$ cat config.mk
export PLATFORM = sky130hd
export DESIGN_NAME = pipe_ctrl
export DESIGN_NICKNAME = d
export VERILOG_FILES = /design/src/rtl/pipe_ctrl_pkg.sv /design/src/rtl/pipe_hazard_unit.sv /design/src/rtl/pipe_ctrl.sv
export SDC_FILE = /design/constraint.sdc
export NUM_CORES = 1
export LEC_CHECK = 0
export ABC_AREA = 1
export CORE_AREA = 2 2 62 64
export CTS_BUF_LIST = sky130_fd_sc_hd__clkbuf_16
export CTS_CLUSTER_SIZE = 10
export DETAILED_ROUTE_END_ITERATION = 6
export DIE_AREA = 0 0 64 66
export PLACE_DENSITY = 0.78
export SLEW_MARGIN = 0
export SYNTH_ARGS = -nofsm -noshare
export SYNTH_HDL_FRONTEND = slang
export SYNTH_SLANG_ARGS = --single-unit
$ cat constraint.sdc
create_clock -name clk_i -period 1.6 [get_ports clk_i]
set_input_delay 0.4 -clock clk_i [delete_from_list [all_inputs] [get_ports clk_i]]
set_output_delay 0.4 -clock clk_i [all_outputs]
set_load 0.1 [all_outputs]
$ cat src/rtl/pipe_ctrl_pkg.sv
// Shared definitions for the pipeline controller: state encodings,
// default wait timeout and a saturating counter helper.
package pipe_ctrl_pkg;

   typedef enum logic [1:0] {
      ST_RUN      = 2'd0,
      ST_MEM_WAIT = 2'd1,
      ST_NPU_WAIT = 2'd2,
      ST_FLUSH    = 2'd3
   } state_e;

   localparam int unsigned TIMEOUT_DEFAULT = 255;

   // 8-bit increment that sticks at all-ones
   function automatic logic [7:0] sat_inc8(input logic [7:0] val);
      if (val == 8'hFF) return val;
      else              return val + 8'd1;
   endfunction

endpackage

$ cat src/rtl/pipe_hazard_unit.sv
// Load-use hazard detection: the decoder reads a register that a load
// sitting in the instruction buffer has not yet written.
module pipe_hazard_unit (
   input  logic       dec_valid_i,
   input  logic [4:0] dec_rs1_i,
   input  logic [4:0] dec_rs2_i,
   input  logic       ex_reg_we_i,
   input  logic [4:0] ex_rd_i,
   input  logic       ex_load_i,
   output logic       hazard_o
);

   logic rd_match;

   // r0 is hard-wired zero, so a load to r0 never creates a dependency
   always_comb begin
      rd_match = (ex_rd_i == dec_rs1_i) || (ex_rd_i == dec_rs2_i);
      hazard_o = dec_valid_i && ex_load_i && ex_reg_we_i &&
                 (ex_rd_i != 5'd0) && rd_match;
   end

endmodule

$ cat src/rtl/pipe_ctrl.sv
// Pipeline controller: steers the instruction buffer (capture / bubble /
// hold), stalls fetch on load-use hazards and while RAM or NPU operations
// are outstanding, and inserts two bubbles behind a taken branch.
module pipe_ctrl
   import pipe_ctrl_pkg::*;
#(
   parameter int unsigned TIMEOUT = TIMEOUT_DEFAULT
) (
   input  logic       clk_i,
   input  logic       rst_i,
   input  logic       dec_valid_i,
   input  logic [4:0] dec_rs1_i,
   input  logic [4:0] dec_rs2_i,
   input  logic       dec_mem_i,
   input  logic       dec_npu_i,
   input  logic       ex_reg_we_i,
   input  logic [4:0] ex_rd_i,
   input  logic       ex_load_i,
   input  logic       mem_ready_i,
   input  logic       npu_done_i,
   input  logic       branch_taken_i,
   output logic       buf_en_o,
   output logic       buf_flush_o,
   output logic       pc_stall_o,
   output logic       npu_start_o,
   output logic [1:0] state_o,
   output logic [7:0] stall_cnt_o,
   output logic       err_o
);

   localparam logic [8:0] TIMEOUT_W = 9'(TIMEOUT);

   state_e     state_q, state_d;
   logic [7:0] wait_cnt_q, wait_cnt_d;
   logic [7:0] stall_cnt_q, stall_cnt_d;
   logic       err_q, err_d;
   logic       hazard;
   logic       wait_expired;

   pipe_hazard_unit u_hazard (
      .dec_valid_i (dec_valid_i),
      .dec_rs1_i   (dec_rs1_i),
      .dec_rs2_i   (dec_rs2_i),
      .ex_reg_we_i (ex_reg_we_i),
      .ex_rd_i     (ex_rd_i),
      .ex_load_i   (ex_load_i),
      .hazard_o    (hazard)
   );

   // Next state and buffer/fetch control; outputs are combinational so the
   // buffer acts on the same edge the decision is made
   always_comb begin
      state_d     = state_q;
      wait_cnt_d  = wait_cnt_q;
      err_d       = err_q;
      buf_en_o    = 1'b0;
      buf_flush_o = 1'b0;
      pc_stall_o  = 1'b0;
      npu_start_o = 1'b0;
      // the current wait cycle is counted, so the TIMEOUT-th cycle expires
      wait_expired = ({1'b0, wait_cnt_q} + 9'd1) == TIMEOUT_W;

      unique case (state_q)
         ST_RUN: begin
            if (branch_taken_i) begin
               buf_flush_o = 1'b1;
               state_d     = ST_FLUSH;
            end else if (hazard) begin
               buf_flush_o = 1'b1;
               pc_stall_o  = 1'b1;
            end else if (dec_valid_i && dec_npu_i) begin
               buf_en_o    = 1'b1;
               npu_start_o = 1'b1;
               wait_cnt_d  = 8'd0;
               state_d     = ST_NPU_WAIT;
            end else if (dec_valid_i && dec_mem_i) begin
               buf_en_o   = 1'b1;
               wait_cnt_d = 8'd0;
               state_d    = ST_MEM_WAIT;
            end else if (dec_valid_i) begin
               buf_en_o = 1'b1;
            end else begin
               buf_flush_o = 1'b1;
            end
         end
         ST_MEM_WAIT, ST_NPU_WAIT: begin
            // buffer holds; branches are ignored while waiting
            pc_stall_o = 1'b1;
            if ((state_q == ST_MEM_WAIT) ? mem_ready_i : npu_done_i) begin
               state_d = ST_RUN;
            end else if (wait_expired) begin
               err_d   = 1'b1;
               state_d = ST_RUN;
            end else begin
               wait_cnt_d = wait_cnt_q + 8'd1;
            end
         end
         ST_FLUSH: begin
            // second bubble behind a taken branch; fetch already redirected
            buf_flush_o = 1'b1;
            state_d     = ST_RUN;
         end
         default: state_d = ST_RUN;
      endcase

      stall_cnt_d = pc_stall_o ? sat_inc8(stall_cnt_q) : stall_cnt_q;

      if (rst_i) begin
         buf_en_o    = 1'b0;
         buf_flush_o = 1'b1;
         pc_stall_o  = 1'b1;
         npu_start_o = 1'b0;
      end
   end

   // State, wait counter, stall statistics and sticky error register
   always_ff @(posedge clk_i) begin
      if (rst_i) begin
         state_q     <= ST_RUN;
         wait_cnt_q  <= 8'd0;
         stall_cnt_q <= 8'd0;
         err_q       <= 1'b0;
      end else begin
         state_q     <= state_d;
         wait_cnt_q  <= wait_cnt_d;
         stall_cnt_q <= stall_cnt_d;
         err_q       <= err_d;
      end
   end

   assign state_o     = state_q;
   assign stall_cnt_o = stall_cnt_q;
   assign err_o       = err_q;

endmodule
# Word level (Yosys, flattened, before mapping)
# Index checks and enable logic that the tools add are counted.
[word_totals]
reg_bits = 19
input_bits = 25
wordCells = 77
output_inout_bits = 15
[op_classes]
n_bitwise = 2
n_addsub = 3
mux = 38
n_reduce_logical = 15
eq_ne = 15
[ops]
columns = ["op", "count"]
rows = [
  ["8-bit 2-to-1 mux", 6],
  ["1-bit 2-to-1 mux", 22],
  ["8-bit by 1-bit adder with 8-bit output, second input constant", 2],
  ["8-bit case mux with 2 select lines", 1],
  ["2-bit 2-to-1 mux", 6],
  ["5-bit == test", 2],
  ["8-bit by 1-bit adder with 9-bit output, second input constant", 1],
  ["9-bit by 8-bit == test with 1-bit output, second input constant", 1],
  ["3-bit inequality test, second input constant", 3],
  ["8-bit == test, second input constant", 1],
  ["2-bit inequality test, second input constant", 4],
  ["1-bit logical AND", 6],
  ["2-bit case mux with 3 select lines", 1],
  ["3-bit AND reduction", 2],
  ["6-bit AND reduction", 1],
  ["5-bit nonzero test", 1],
  ["2-bit == test, second input constant", 2],
  ["4-bit inequality test, second input constant", 1],
  ["1-bit case mux with 2 select lines", 2],
  ["2-bit by 1-bit == test with 1-bit output, second input constant", 1],
  ["2-bit logical NOT", 1],
  ["1-bit inverter", 2],
  ["2-bit AND reduction", 1],
  ["2-bit nonzero test", 1],
  ["other kinds (2)", 2],
]

# Logic depth before layout (Yosys ltp)
[depth]
word_depth = 8
mapped_depth = 13

# By module
# Synthesis repeated with hierarchy kept, for this count alone.
[unflattened]
hier_cells = 252
area_unflattened_um2 = 1500.2
[modules_own_cells]
columns = ["mod", "n_inst", "area_each_um2", "cells_per_inst"]
rows = [
  ["pipe_ctrl", 1, 1303.8, 207],
  ["pipe_hazard_unit", 1, 196.4, 45],
]

# Worst setup path after synthesis
# OpenSTA, ideal clock, no wires.
[synth_timing]
kind = "register to output"
from = "register state_q[1], in the netlist state_o[1]"
to = "output port npu_start_o"
required_ns = 1.200
setup_slack_ns = -3.060
stages_incl_launch_ff = 6
n_path_buf = 0
arrival_time_ns = 4.260
path_cell_list = "dfxtp_1 -> inv_1 -> ha_1 -> inv_2 -> nor3_1 -> and2_1"
[synth_between]
elab_chain_len = 3
[synth_lines]
columns = ["item", "line", "source"]
rows = [
  ["start: declaration", "pipe_ctrl.sv:33", "state_e state_q, state_d;"],
  ["start signal: assignment", "pipe_ctrl.sv:124", "state_q <= state_d;"],
  ["2-bit logical NOT", "pipe_ctrl.sv:63", "unique case (state_q)"],
  ["1-bit 2-to-1 mux", "pipe_ctrl.sv:63", ""],
  ["1-bit 2-to-1 mux", "pipe_ctrl.sv:108", "if (rst_i) begin"],
  ["end: declaration", "pipe_ctrl.sv:25", "output logic npu_start_o,"],
]
# Every way passes these cells.

# Final worst setup path
[layout_timing]
from = "input port ex_load_i"
to = "output port npu_start_o"
[layout_between]
elab_chain_len = 8
[layout_lines]
columns = ["item", "line", "source"]
rows = [
  ["start: declaration", "pipe_ctrl.sv:18", "input logic ex_load_i,"],
  ["1-bit logical AND (3 in a row)", "pipe_hazard_unit.sv:18", "hazard_o = dec_valid_i && ex_load_i && ex_reg_we_i &&"],
  ["1-bit logical AND", "pipe_hazard_unit.sv:19", "(ex_rd_i != 5'd0) && rd_match;"],
  ["1-bit 2-to-1 mux", "pipe_ctrl.sv:68", "end else if (hazard) begin"],
  ["1-bit 2-to-1 mux", "pipe_ctrl.sv:65", "if (branch_taken_i) begin"],
  ["1-bit 2-to-1 mux", "pipe_ctrl.sv:63", ""],
  ["1-bit 2-to-1 mux", "pipe_ctrl.sv:108", ""],
]
# Every way passes these cells.

==> reports/results.ini <==
[clock_network]
clockBufferDepth=2
cts_buffers=3
clkLatencyLatePin_ns=0.26
tritoncts=done
cts_root_buffer=clkbuf_16
cts.hold.buffers_added=0
clkSlewWorstSetupHoldPaths_ns=0.06
htree_levels=1
cts_sinks=19

[detailed_routing]
top_layer=met4
met1_length_um=2400
drc=0
ant_nets=0
vias_per_cell=5.37
wirelength_um=6050
routed-wl-met3_um=363
vias=1960
drt_iter0_drc=113
wl_met2_um=3020
dr.pass1.iters=5
wire_per_inst_um=16.6

[global_route]
grt_pass1_wl_um=8190
grt_max_degree=12
antenna_found_initial=0
grt-ovfl-total=0
grt_usage_pct=24.8
grt_pass1_vias=1864

[final_layout]
drive_gt1_share_pct=59.6
multi_input_area_um2=1350
antennaDiodeCount=0
layout_common_cells=40 x nand2_1, 34 x buf_4, 24 x nand2_2
layout_commonest_cell=nand2_1
nNetsFinal=349
fillerInstances=184
area_growth_pct=98.9
seqCellArea_um2=412

[synth]
ys_warn_count=0
synth-xor-area-share_pct=5.96
synth-async-reset-ratio_pct=0
synth_simple_gate_area_share_pct=44.9
syn_area_um2=1470
synth_seq_area_share_pct=25.9
synth_edf_count=0
synth_nets=263
synthCells=232
synth_seq_cells=19
synth_compound_area_share_pct=8.68
avgSynthCellArea_um2=6.34
synth_top_family_by_area=simple AND/OR/NAND/NOR gates
dominantRegCellSynth=dfxtp_1
muxShareOfSynthArea_pct=0
yosysUniqueCellTypes=27
synthAdderAreaFrac_pct=5.11

[setup_path]
cp.required_ns=1.20
r2r_slack_ns=-0.28
crit_start=ex_load_i
r2r_end=wait_cnt_q[5]
cp_max_fo=3
critPathLaunchType=input port
worst-r2r-cell-count=11
path_class=in2out
r2r-start=wait_cnt_q[0]
arrival_ns=1.65
endpoint_kind=output port

[worst_hold_path]
hold_end=stall_cnt_o[3]
min-delay-start=stall_cnt_o[3]
hp-class=reg2reg
whs_path_depth=2

[power]
power_mw=5.03
switching_share_pct=49.6
switchingPower_mw=2.49
p_int_mw=2.54
power.density_nw_per_um2=1720
irDropWorstVdd_uv=1660
p_clk_share_pct=10.8
power_leakage_nw=1.26
pwr-share-seq_pct=14.0
combPwrFrac_pct=75.2

[job]
max_cap_violations=0

[outcome]
violations=negative setup slack
status=finished, violations left

[placement]
portBuffers=39
place_ws_ns=-0.882
dp_hpwl_um=3100
finalWeightedCongestion=0.856

[floorplanning]
dieWidth_um=64
core-area_um2=3550
dieHeight_um=66
ios=40
rows=22
initial_core_util_pct=41.4
dieArea_um2=4220

[sta]
finalMaxSlewViolations=0
slew-limit-headroom_pct=80.2
period_minus_slack_ns=2.05
hold_slack_ns=0.510
clock.fmax_mhz=488
fin_tns_setup_ns=-6.62
skew_ns=0.00307
final-setup-viol-count=23
final_hold_viol_count=0
rsz0062_at_grt=true
finalWorstSetupSlack_ns=-0.449
period_share_pct=128
worst_slew_pin_slew_ns=0.297

critical path: stages:
cell and delay, ns:
dlygate4sd2_1 0.23, nand3_1 0.08, o21bai_1 0.11, inv_1 0.11, nand2_2 0.10, nand3_4 0.08, nor3_4 0.19, and2_4 0.17
buf_12 0.16
cell usage after synthesis (3+ instances only):
cell | instances | area share, %
a21oi_1 | 12 | 4.1
xor2_1 | 6 | 3.6
ha_1 | 6 | 5.1
o21ai_0 | 3 | 1.0
nor2_1 | 34 | 8.7
xnor2_1 | 4 | 2.4
inv_1 | 26 | 6.6
inv_2 | 5 | 1.3
nand2_1 | 64 | 16
nand2_2 | 3 | 1.3
nor3_1 | 3 | 1.0
nand4_1 | 10 | 4.3
nand3_1 | 14 | 4.8
nor2_4 | 3 | 2.3
o21ai_1 | 4 | 1.4
dfxtp_1 | 19 | 26
stage by stage:
step / utilization (%) / cell area [um2] / std cells
final: 82.3 / 2920 / 365
after global routing: 82.3 / 2920 / 365
after CTS: 73.0 / 2590 / 353
after detailed placement: 66.3 / 2360 / 345
after global placement: 66.3 / 2360 / 345
after floorplan: - / 1560 / 232
area by class of cell:
| type | instances | area share, % |
|---|---|---|
| Clock buffer | 3 | 2.57 |
| Clock inverter | 1 | 0.171 |
| Inverter | 32 | 4.28 |
| Multi-Input combinational cell | 180 | 46.2 |
| Sequential cell | 19 | 14.1 |
| Tap cell | 48 | 2.05 |
| Timing Repair Buffer | 82 | 30.6 |
logic make-up (layout without fill, tap and decap cells):
family,after synthesis,after routing
XOR/XNOR,10,10
flip-flops,19,19
adder cells (fa/ha/maj),6,6
buffers and inverters,35,118
AO/OA/AOI/OAI,23,23
AND/OR/NAND/NOR,139,141
layer usage:
layer	up-vias	global-route usage (%)
li1	914	-
met1	928	26.4
met2	89	44.7
met3	29	4.77
met4	0	15.8
met5	-	0
how the worst max path moves through the flow:
stage / endpoint / slack, ns / cells after the start
6_report: npu_start_o / -0.45 / 9
2_1_floorplan: npu_start_o / -0.99 / 8
4_1_cts: npu_start_o / -0.38 / 12
5_1_grt: npu_start_o / -0.53 / 9
3_3_place_gp: buf_flush_o / -0.84 / 12
3_5_place_dp: buf_flush_o / -0.88 / 12
power by group through the flow:
stage	combinational, mW	sequential (mW)	clock [mW]
after floorplan	1.36	1.00	0
after global placement	2.52	0.672	0
after detailed placement	2.57	0.674	0
after CTS	3.02	0.688	0.535
after global routing	3.96	0.713	0.570
final	3.78	0.702	0.545
timing repair:
item,4_1_cts,5_1_grt
setup endpoints to repair,23,23
pin swaps,44,47
gates cloned,1,2
hold endpoints to repair,0,0
buffers inserted,4,10
resized for setup,102,74
registers in the layout, summed over array words and instances, names as in the netlist:
name / cells
wait_cnt_q: 8
state_o: 2
err_o: 1
stall_cnt_o: 8
Note: power is estimated with default switching activity, not from simulation.
